<file path="src/rtl/ip_pkg.sv">
`default_nettype none
// +----------------------------------------------------------------------+
// | Package   : ip_pkg                                                    |
// | Purpose   : Shared constants and enumerations for the IPv4 receive    |
// |             path (header parser, downstream demux).                   |
// | Revision  : 1.0  initial release                                      |
// +----------------------------------------------------------------------+
package ip_pkg;

   localparam int         IP_HDR_BYTES = 20;
   localparam logic [3:0] IP_VERSION   = 4'd4;
   localparam logic [3:0] IP_IHL_MIN   = 4'd5;

   typedef enum logic [2:0] {
      NONE     = 3'd0,
      BAD_VER  = 3'd1,
      BAD_IHL  = 3'd2,
      BAD_LEN  = 3'd3,
      BAD_CSUM = 3'd4,
      FRAG     = 3'd5,
      RUNT     = 3'd6,
      TRUNC    = 3'd7
   } drop_t;

   typedef enum logic [2:0] {
      HEADER   = 3'd0,
      HDR_OUT  = 3'd1,
      PAYLOAD  = 3'd2,
      DISCARD  = 3'd3,
      DROP     = 3'd4
   } state_t;

endpackage
`default_nettype wire

</file>
<file path="src/rtl/ip_header_parser_if.sv">
`default_nettype none
// +----------------------------------------------------------------------+
// | Interface : ip_header_parser_if                                       |
// | Purpose   : Bundles the byte input stream, header metadata channel,   |
// |             payload output stream and drop indication of the parser.  |
// | Modports  : master - upstream source / downstream sinks (environment) |
// |             slave  - the header parser itself                         |
// | Revision  : 1.0  initial release                                      |
// +----------------------------------------------------------------------+
interface ip_header_parser_if;
   import ip_pkg::*;

   logic        axis_i_tready;
   logic        axis_i_tvalid;
   logic        axis_i_tlast;
   logic [7:0]  axis_i_tdata;

   logic        hdr_tready;
   logic        hdr_tvalid;
   logic [31:0] hdr_src_ip;
   logic [31:0] hdr_dest_ip;
   logic [7:0]  hdr_protocol;
   logic [15:0] hdr_payload_len;

   logic        axis_o_tready;
   logic        axis_o_tvalid;
   logic        axis_o_tlast;
   logic [7:0]  axis_o_tdata;

   logic        drop_pulse;
   drop_t       drop_reason;

   modport master (
      output axis_i_tvalid, axis_i_tlast, axis_i_tdata, hdr_tready, axis_o_tready,
      input  axis_i_tready, hdr_tvalid, hdr_src_ip, hdr_dest_ip, hdr_protocol,
             hdr_payload_len, axis_o_tvalid, axis_o_tlast, axis_o_tdata,
             drop_pulse, drop_reason
   );

   modport slave (
      input  axis_i_tvalid, axis_i_tlast, axis_i_tdata, hdr_tready, axis_o_tready,
      output axis_i_tready, hdr_tvalid, hdr_src_ip, hdr_dest_ip, hdr_protocol,
             hdr_payload_len, axis_o_tvalid, axis_o_tlast, axis_o_tdata,
             drop_pulse, drop_reason
   );

endinterface
`default_nettype wire

</file>
<file path="src/rtl/ones_complement_accum.sv">
`default_nettype none
// +----------------------------------------------------------------------+
// | Module    : ones_complement_accum                                     |
// | Purpose   : Byte-serial 16-bit ones-complement sum (Internet checksum)|
// |             Bytes pair up MSB-first into 16-bit words.                |
// | Ports     : clk, sreset     - clock, synchronous active-high reset    |
// |             clear           - restart the sum on the next cycle       |
// |             byte_valid      - byte_in is consumed this cycle          |
// |             byte_in[7:0]    - data byte                               |
// |             sum[15:0]       - running sum including the current byte  |
// | Revision  : 1.0  initial release                                      |
// +----------------------------------------------------------------------+
module ones_complement_accum (
   input  logic        clk,
   input  logic        sreset,
   input  logic        clear,
   input  logic        byte_valid,
   input  logic [7:0]  byte_in,
   output logic [15:0] sum
);

   logic        odd;        // next byte is the low half of a word
   logic [7:0]  hi_byte;
   logic [15:0] acc;
   logic [16:0] raw;
   logic [15:0] folded;

   // End-around carry: one fold is enough since FFFF+FFFF folds to FFFF.
   // sum looks through the current byte so a caller can test the final
   // word in the same cycle it arrives.
   always_comb begin
      raw    = {1'b0, acc} + {1'b0, hi_byte, byte_in};
      folded = raw[15:0] + {15'd0, raw[16]};
      sum    = (byte_valid && odd) ? folded : acc;
   end

   always_ff @(posedge clk) begin
      if (sreset || clear) begin
         odd     <= 1'b0;
         hi_byte <= 8'd0;
         acc     <= 16'd0;
      end else if (byte_valid) begin
         if (odd) begin
            acc <= folded;
         end else begin
            hi_byte <= byte_in;
         end
         odd <= !odd;
      end
   end

endmodule
`default_nettype wire

</file>
<file path="src/rtl/ip_header_parser.sv">
`default_nettype none
// +----------------------------------------------------------------------+
// | Module    : ip_header_parser                                          |
// | Purpose   : Strips and validates a fixed 20-byte IPv4 header from a   |
// |             byte-wide stream, emits the header fields as one metadata |
// |             beat, then forwards exactly payload_len payload bytes.    |
// |             Bad headers are dropped without buffering.                |
// | Ports     : clk, sreset - clock, synchronous active-high reset        |
// |             bus (slave) - input stream, metadata, payload stream and  |
// |                           drop_pulse/drop_reason                      |
// | Params    : CHECK_CHECKSUM - drop on header checksum mismatch         |
// |             DROP_FRAGMENTS - drop when MF set or offset non-zero      |
// | Revision  : 1.0  initial release                                      |
// +----------------------------------------------------------------------+
module ip_header_parser #(
   parameter bit CHECK_CHECKSUM = 1'b1,
   parameter bit DROP_FRAGMENTS = 1'b1
) (
   input  logic          clk,
   input  logic          sreset,
   ip_header_parser_if.slave bus
);
   import ip_pkg::*;

   localparam logic [4:0] LAST_HDR_BYTE = 5'(IP_HDR_BYTES - 1);

   state_t      state, state_next;
   logic [4:0]  byte_cnt;
   logic [15:0] rem;
   logic [7:0]  ver_ihl;
   logic [15:0] total_len;
   logic        mf_flag;
   logic [12:0] frag_off;
   logic [7:0]  protocol;
   logic [31:0] src_ip;
   logic [31:0] dest_ip;
   logic [15:0] payload_len;
   logic        tlast_seen;   // frame ended on the last header byte

   logic        in_ready;
   logic        in_fire;
   logic        hdr_byte;
   logic        hdr_done;
   logic [15:0] csum;
   drop_t       verdict;
   logic        out_valid, out_last, hdr_valid, pulse;
   drop_t       reason;

   always_comb begin
      in_ready = 1'b0;
      case (state)
         HEADER, DISCARD, DROP: in_ready = 1'b1;
         PAYLOAD:               in_ready = bus.axis_o_tready;
         default:               in_ready = 1'b0;
      endcase
   end

   assign in_fire  = bus.axis_i_tvalid && in_ready;
   assign hdr_byte = (state == HEADER) && in_fire;
   // The header window closes on byte 19 or on an early tlast (runt).
   assign hdr_done = hdr_byte && ((byte_cnt == LAST_HDR_BYTE) || bus.axis_i_tlast);

   ones_complement_accum u_csum (
      .clk        (clk),
      .sreset     (sreset),
      .clear      (hdr_done),
      .byte_valid (hdr_byte),
      .byte_in    (bus.axis_i_tdata),
      .sum        (csum)
   );

   // Evaluated on byte 19; every field it reads was captured earlier
   // except the checksum, which the accumulator presents combinationally.
   always_comb begin
      verdict = NONE;
      if (ver_ihl[7:4] != IP_VERSION)                          verdict = BAD_VER;
      else if (ver_ihl[3:0] != IP_IHL_MIN)                     verdict = BAD_IHL;
      else if (total_len < 16'(IP_HDR_BYTES))                  verdict = BAD_LEN;
      else if (CHECK_CHECKSUM && (csum != 16'hFFFF))           verdict = BAD_CSUM;
      else if (DROP_FRAGMENTS && (mf_flag || frag_off != '0))  verdict = FRAG;
   end

   always_comb begin
      state_next = state;
      out_valid  = 1'b0;
      out_last   = 1'b0;
      hdr_valid  = 1'b0;
      pulse      = 1'b0;
      reason     = NONE;
      case (state)
         HEADER: begin
            if (in_fire && byte_cnt == LAST_HDR_BYTE) begin
               if (verdict == NONE) begin
                  state_next = HDR_OUT;
               end else begin
                  pulse      = 1'b1;
                  reason     = verdict;
                  state_next = bus.axis_i_tlast ? HEADER : DROP;
               end
            end else if (in_fire && bus.axis_i_tlast) begin
               pulse  = 1'b1;
               reason = RUNT;
            end
         end
         HDR_OUT: begin
            hdr_valid = 1'b1;
            if (bus.hdr_tready) begin
               if (payload_len == 16'd0) begin
                  state_next = tlast_seen ? HEADER : DISCARD;
               end else if (tlast_seen) begin
                  // Frame ended exactly at the header: nothing will follow.
                  pulse      = 1'b1;
                  reason     = TRUNC;
                  state_next = HEADER;
               end else begin
                  state_next = PAYLOAD;
               end
            end
         end
         PAYLOAD: begin
            out_valid = bus.axis_i_tvalid;
            out_last  = (rem == 16'd1) || bus.axis_i_tlast;
            if (in_fire) begin
               if (rem == 16'd1) begin
                  state_next = bus.axis_i_tlast ? HEADER : DISCARD;
               end else if (bus.axis_i_tlast) begin
                  pulse      = 1'b1;
                  reason     = TRUNC;
                  state_next = HEADER;
               end
            end
         end
         DISCARD, DROP: begin
            if (in_fire && bus.axis_i_tlast) state_next = HEADER;
         end
         default: state_next = HEADER;
      endcase
   end

   always_ff @(posedge clk) begin
      if (sreset) begin
         state       <= HEADER;
         byte_cnt    <= 5'd0;
         rem         <= 16'd0;
         ver_ihl     <= 8'd0;
         total_len   <= 16'd0;
         mf_flag     <= 1'b0;
         frag_off    <= 13'd0;
         protocol    <= 8'd0;
         src_ip      <= 32'd0;
         dest_ip     <= 32'd0;
         payload_len <= 16'd0;
         tlast_seen  <= 1'b0;
      end else begin
         state <= state_next;
         if (hdr_byte) begin
            byte_cnt <= hdr_done ? 5'd0 : byte_cnt + 5'd1;
            case (byte_cnt)
               5'd0:  ver_ihl          <= bus.axis_i_tdata;
               5'd2:  total_len[15:8]  <= bus.axis_i_tdata;
               5'd3:  total_len[7:0]   <= bus.axis_i_tdata;
               5'd6: begin
                  mf_flag        <= bus.axis_i_tdata[5];
                  frag_off[12:8] <= bus.axis_i_tdata[4:0];
               end
               5'd7:  frag_off[7:0]    <= bus.axis_i_tdata;
               5'd9:  protocol         <= bus.axis_i_tdata;
               5'd12, 5'd13, 5'd14, 5'd15:
                      src_ip  <= {src_ip[23:0], bus.axis_i_tdata};
               5'd16, 5'd17, 5'd18, 5'd19:
                      dest_ip <= {dest_ip[23:0], bus.axis_i_tdata};
               default: ;
            endcase
            if (byte_cnt == LAST_HDR_BYTE) begin
               payload_len <= total_len - 16'd20;
               tlast_seen  <= bus.axis_i_tlast;
            end
         end
         if (state == HDR_OUT && bus.hdr_tready) begin
            rem <= payload_len;
         end else if (state == PAYLOAD && in_fire) begin
            rem <= rem - 16'd1;
         end
      end
   end

   assign bus.axis_i_tready   = in_ready;
   assign bus.axis_o_tvalid   = out_valid;
   assign bus.axis_o_tlast    = out_last;
   assign bus.axis_o_tdata    = bus.axis_i_tdata;
   assign bus.hdr_tvalid      = hdr_valid;
   assign bus.hdr_src_ip      = src_ip;
   assign bus.hdr_dest_ip     = dest_ip;
   assign bus.hdr_protocol    = protocol;
   assign bus.hdr_payload_len = payload_len;
   assign bus.drop_pulse      = pulse;
   assign bus.drop_reason     = reason;

endmodule
`default_nettype wire

</file>
<file path="src/flat_wrapper.sv">
// flat-port wrapper written by rule: the top's interface ports become plain ports
module ip_header_parser_flat import ip_pkg::*;
#(
   parameter bit CHECK_CHECKSUM = 1'b1,
   parameter bit DROP_FRAGMENTS = 1'b1
)
  (clk, sreset, bus_axis_i_tvalid, bus_axis_i_tlast, bus_axis_i_tdata, bus_hdr_tready, bus_axis_o_tready, bus_axis_i_tready, bus_hdr_tvalid, bus_hdr_src_ip, bus_hdr_dest_ip, bus_hdr_protocol, bus_hdr_payload_len, bus_axis_o_tvalid, bus_axis_o_tlast, bus_axis_o_tdata, bus_drop_pulse, bus_drop_reason);
  ip_header_parser_if bus_i ();
  input  logic clk;
  input  logic sreset;
  input wire logic [$bits(bus_i.axis_i_tvalid)-1:0] bus_axis_i_tvalid;
  input wire logic [$bits(bus_i.axis_i_tlast)-1:0] bus_axis_i_tlast;
  input wire logic [$bits(bus_i.axis_i_tdata)-1:0] bus_axis_i_tdata;
  input wire logic [$bits(bus_i.hdr_tready)-1:0] bus_hdr_tready;
  input wire logic [$bits(bus_i.axis_o_tready)-1:0] bus_axis_o_tready;
  output wire logic [$bits(bus_i.axis_i_tready)-1:0] bus_axis_i_tready;
  output wire logic [$bits(bus_i.hdr_tvalid)-1:0] bus_hdr_tvalid;
  output wire logic [$bits(bus_i.hdr_src_ip)-1:0] bus_hdr_src_ip;
  output wire logic [$bits(bus_i.hdr_dest_ip)-1:0] bus_hdr_dest_ip;
  output wire logic [$bits(bus_i.hdr_protocol)-1:0] bus_hdr_protocol;
  output wire logic [$bits(bus_i.hdr_payload_len)-1:0] bus_hdr_payload_len;
  output wire logic [$bits(bus_i.axis_o_tvalid)-1:0] bus_axis_o_tvalid;
  output wire logic [$bits(bus_i.axis_o_tlast)-1:0] bus_axis_o_tlast;
  output wire logic [$bits(bus_i.axis_o_tdata)-1:0] bus_axis_o_tdata;
  output wire logic [$bits(bus_i.drop_pulse)-1:0] bus_drop_pulse;
  output wire logic [$bits(bus_i.drop_reason)-1:0] bus_drop_reason;
  assign bus_i.axis_i_tvalid = bus_axis_i_tvalid;
  assign bus_i.axis_i_tlast = bus_axis_i_tlast;
  assign bus_i.axis_i_tdata = bus_axis_i_tdata;
  assign bus_i.hdr_tready = bus_hdr_tready;
  assign bus_i.axis_o_tready = bus_axis_o_tready;
  assign bus_axis_i_tready = bus_i.axis_i_tready;
  assign bus_hdr_tvalid = bus_i.hdr_tvalid;
  assign bus_hdr_src_ip = bus_i.hdr_src_ip;
  assign bus_hdr_dest_ip = bus_i.hdr_dest_ip;
  assign bus_hdr_protocol = bus_i.hdr_protocol;
  assign bus_hdr_payload_len = bus_i.hdr_payload_len;
  assign bus_axis_o_tvalid = bus_i.axis_o_tvalid;
  assign bus_axis_o_tlast = bus_i.axis_o_tlast;
  assign bus_axis_o_tdata = bus_i.axis_o_tdata;
  assign bus_drop_pulse = bus_i.drop_pulse;
  assign bus_drop_reason = bus_i.drop_reason;
  ip_header_parser #(.CHECK_CHECKSUM(CHECK_CHECKSUM), .DROP_FRAGMENTS(DROP_FRAGMENTS)) u_core (.clk(clk), .sreset(sreset), .bus(bus_i));
endmodule
</file>
<file path="config.mk">
export PLATFORM = sky130hd
export DESIGN_NAME = ip_header_parser_flat
export DESIGN_NICKNAME = d
export VERILOG_FILES = /design/src/rtl/ip_pkg.sv /design/src/rtl/ip_header_parser_if.sv /design/src/rtl/ones_complement_accum.sv /design/src/rtl/ip_header_parser.sv /design/src/flat_wrapper.sv
export SDC_FILE = /design/constraint.sdc
export NUM_CORES = 1
export LEC_CHECK = 0
export BUFFER_PORTS_ARGS = -buffer_cell sky130_fd_sc_hd__buf_2
export CELL_PAD_IN_SITES_DETAIL_PLACEMENT = 2
export CELL_PAD_IN_SITES_GLOBAL_PLACEMENT = 2
export CORE_UTILIZATION = 34
export DETAILED_ROUTE_END_ITERATION = 12
export PLACE_DENSITY_LB_ADDON = 0.15
export SYNTH_ARGS = -nofsm -noshare
export SYNTH_HDL_FRONTEND = slang
export SYNTH_SLANG_ARGS = --single-unit
</file>
<file path="constraint.sdc">
create_clock -name clk -period 4.7 [get_ports clk]
set_input_delay 0.235 -clock clk [delete_from_list [all_inputs] [get_ports clk]]
set_output_delay 0.235 -clock clk [all_outputs]
set_load 0.03 [all_outputs]
</file>
==> qor.txt <==
Critical path's slowest cell: dfxtp_2
Final min period: 5.257 ns
Worst path max stage delay: 0.36 ns
Post-synthesis adder-cell area fraction: 0.03888
Seq/Total Area, Yosys: 0.3967
Synth Register Bits: 176
Period utilization: 1.119
Slew Limit Headroom: 0.2954
CTS H-Tree Depth: 4
CTS tree: yes
Post-Synth Simple-Gate Area: 0.2484
Total of warnings raised by yosys: 0
Maximum vdd drop: 0.1982 mV
Pint: 2337 µW
FF-to-FF setup slack: -0.54 ns
Min Hold Slack: 0.1365 ns
Die width: 163.6 µm
Routed Antenna Nets: 0
Core ar.: 25400 µm²
Sequential fraction of design power: 0.467
Worst hold endpoint: u_core.tlast_seen
# rows: 58
DR DRC count: 0
Die area: 26770 µm²
Vias in the first global route: 9131
Dpl ws: -0.1904 ns
Critical path launch point type: flip-flop
Avg Cell Area, Syn: 7.972 µm²
DP HPWL: 21.24 mm
Clk buf depth: 2
Number of vias per cell: 5.461
Combinational share of power: 0.095
Layout area overhead: 21.67%
Port buffer count: 117
Detailed Routing Iterations Pass 1: 5
Via Count: 8650
GP Congestion: 0.8339
Synth async-reset ratio: 0
Mapped Area: 8881 µm²
Total wire length: 31.39 mm
Max Clock Freq: 0.1902 GHz
Unique cell type count in the Yosys netlist: 83
Worst path bufs/invs: 15
Kind of critical path: flip-flop to output port
Main combinational cell family by area after synthesis: simple AND/OR/NAND/NOR gates
Wire length per cell: 19.82 µm
Worst R2R Path Depth: 34
CTS Root Cell: clkbuf_16
Largest cells by area after synthesis: dfxtp_1 (40%), nand2_1 (8.1%), a21oi_1 (7.2%)
Clock sink count: 176
Compound-Gate Fraction of Synth Area: 0.1806
GRT overflow: 0
Sw Pwr: 931.1 µW
Worst setup EP type: output port
Min-Delay Path Class: input pin to flip-flop
Clk pwr share: 0.438
Top Family by Delay on Critical Path: buffers and inverters
Setup ws final: -0.5573 ns
Clk Latency, worst-skew pair: 0.45 ns
Placed cell count: 1525
Hold Violations, Final: 0
TritonCTS Buffers: 17
Initial core utilization: 0.3497
Leakage: 0.004483 µW
Max FO, Critical Path: 4
Initial antenna violation count: 0
Most frequent cells in the layout: nand2_1 (191), dfxtp_1 (175), nor2_1 (139)
Clock skew: 0.02159 ns
IO Count: 118
Min-delay src: bus_axis_i_tlast
Max-Cap Viols: 0
Total global-route track usage: 0.2335
Switch share: 0.2849
1st-iter DRT viols: 501
FF-to-FF Start: u_core.u_csum.acc[0]
Syn nets: 1155
Max-slew violation count: 0
Worst-Margin Slew: 1.057 ns
Dominant cell type by area after synthesis: dfxtp_1
First-pass GRT wire length: 49.23 mm
Worst-path clk slew: 0.08 ns
# setup viols final: 5
Cells after Synth: 1114
Pin count of the biggest net entering global routing: 100
Post-synthesis mux area share: 0.05438
Non-Filler Instances: 1584
Most common cell after layout, fill and taps aside: nand2_1
R2R Path End: u_core.state[2]
Status: finished, violations left
RSZ-0062 raised after global routing: yes
Critical Path RT: 4.47 ns
Number of diodes: 0
Failing checks: setup timing
EDFF count, synth: 0
Share of cells above drive strength 1: 0.2129
Height of the die: 163.6 µm
Worst hold path cell count: 3
Synth Area in XOR/XNOR: 0.03438
CTS Hold Bufs: 0
Top cell type's share of synthesized area: 0.3967
Arrival @ worst endpoint: 5.02 ns
CP dominant cell by count: buf_4
NumNets Final: 1282
Main synth FF type: dfxtp_1
PwrDens: 302.4 nW/µm²
==> worst max-delay path by stage <==
stage,from,slack [ns],depth (start not counted),to
after detailed placement,bus_axis_i_tdata[0],-0.19,25,bus_drop_reason[2]
after global placement,bus_axis_i_tdata[0],-0.004,25,bus_drop_reason[2]
after CTS,u_core.u_csum.acc[0],-0.48,24,bus_drop_reason[2]
final,u_core.u_csum.acc[0],-0.56,27,bus_drop_reason[2]
after global routing,u_core.u_csum.acc[0],-0.81,24,bus_drop_reason[2]
after floorplan,u_core.u_csum.acc[0],0.13,23,bus_drop_reason[0]
==> Yosys cell counts (4+ instances only) <==
library cell  count
a211oi_1         20
a21o_1            7
a21oi_1         127
and2_1            6
and3_1           10
buf_2             4
buf_4             9
clkbuf_1         58
dfxtp_1         176
ha_1             26
inv_1            20
mux2i_1          46
nand2_1         192
nand2b_1         14
nand3_1          28
nand3b_1          5
nand4_1          11
nor2_1          140
nor2b_1           4
nor3_1           22
nor4_1           17
o211ai_1          5
o21a_1            5
o21ai_0          29
o21ai_1           4
o22ai_1           4
or3_1             7
xnor2_1          21
xor2_1           12
==> power groups by stage <==
stage	sequential [µW]	combinational, µW	clock, µW
after floorplan	1550	206	0
after global placement	1560	288	0
after detailed placement	1560	294	0
after CTS	1520	303	1470
after global routing	1530	338	1530
final	1530	311	1430
==> kinds of logic after synthesis <==
family	count (synthesis)
adder cells (fa/ha/maj)	27
AO/OA/AOI/OAI	251
flip-flops	176
XOR/XNOR	34
buffers and inverters	96
multiplexers	48
AND/OR/NAND/NOR	482
==> sequential cells by signal, summed over array words and instances, names as in the netlist <==
name                        cells
u_core.state                    3
u_core.frag_off                13
u_core.u_csum.acc              16
u_core.byte_cnt                 5
u_core.u_csum.odd               1
u_core.ver_ihl                  8
u_core.bus.hdr_src_ip          32
u_core.bus.hdr_dest_ip         32
u_core.u_csum.hi_byte           8
u_core.bus.hdr_payload_len     16
u_core.total_len               16
u_core.rem                     16
u_core.tlast_seen               1
u_core.bus.hdr_protocol         8
u_core.mf_flag                  1
==> worst register-to-register path, delay by kind of cell (launching register included) <==
| family | cells | cell delay [ns] |
|---|---|---|
| flip-flops | 1 | 0.36 |
| AO/OA/AOI/OAI | 7 | 1.11 |
| AND/OR/NAND/NOR | 2 | 0.34 |
| adder cells (fa/ha/maj) | 2 | 0.49 |
| buffers and inverters | 22 | 2.58 |
| multiplexers | 1 | 0.27 |
==> through the flow <==
stage	utilization	instance area (µm²)	setup TNS (ns)	total power (µW)
after floorplan	-	8881	0	1756
after global placement	0.3879	9853	-0.003567	1846
after detailed placement	0.3879	9853	-0.4202	1853
after CTS	0.4190	10640	-1.310	3296
after global routing	0.4254	10810	-3.801	3390
final	0.4254	10810	-2.566	3268
==> final cells by class <==
| type | instances | area [µm²] |
|---|---|---|
| Tap cell | 330 | 412.9 |
| Sequential cell | 176 | 3525 |
| Clock inverter | 14 | 143.9 |
| Fill cell | 2960 | 14590 |
| Clock buffer | 18 | 439.2 |
| Inverter | 20 | 75.07 |
| Timing Repair Buffer | 184 | 1132 |
| Multi-Input combinational cell | 842 | 5077 |
==> layer usage <==
metal | GRT usage | vias to the layer above | wire length, µm | share of wire
li1 | - | 4133 | - | -
met1 | 0.3013 | 4371 | 14380 | 0.46
met2 | 0.4062 | 123 | 15930 | 0.51
met3 | 0.03073 | 23 | 812 | 0.026
met4 | 0.06187 | 0 | 270 | 0.0086
met5 | 0 | - | 0 | 0
==> repair_timing <==
action	4_1_cts	5_1_grt
setup buffers	17	10
resized for setup	22	18
endpoints found under the setup margin	3	5
endpoints found under the hold margin	0	0
gates cloned	0	0
pin swaps	8	12
(Power assumes the default switching activity.)
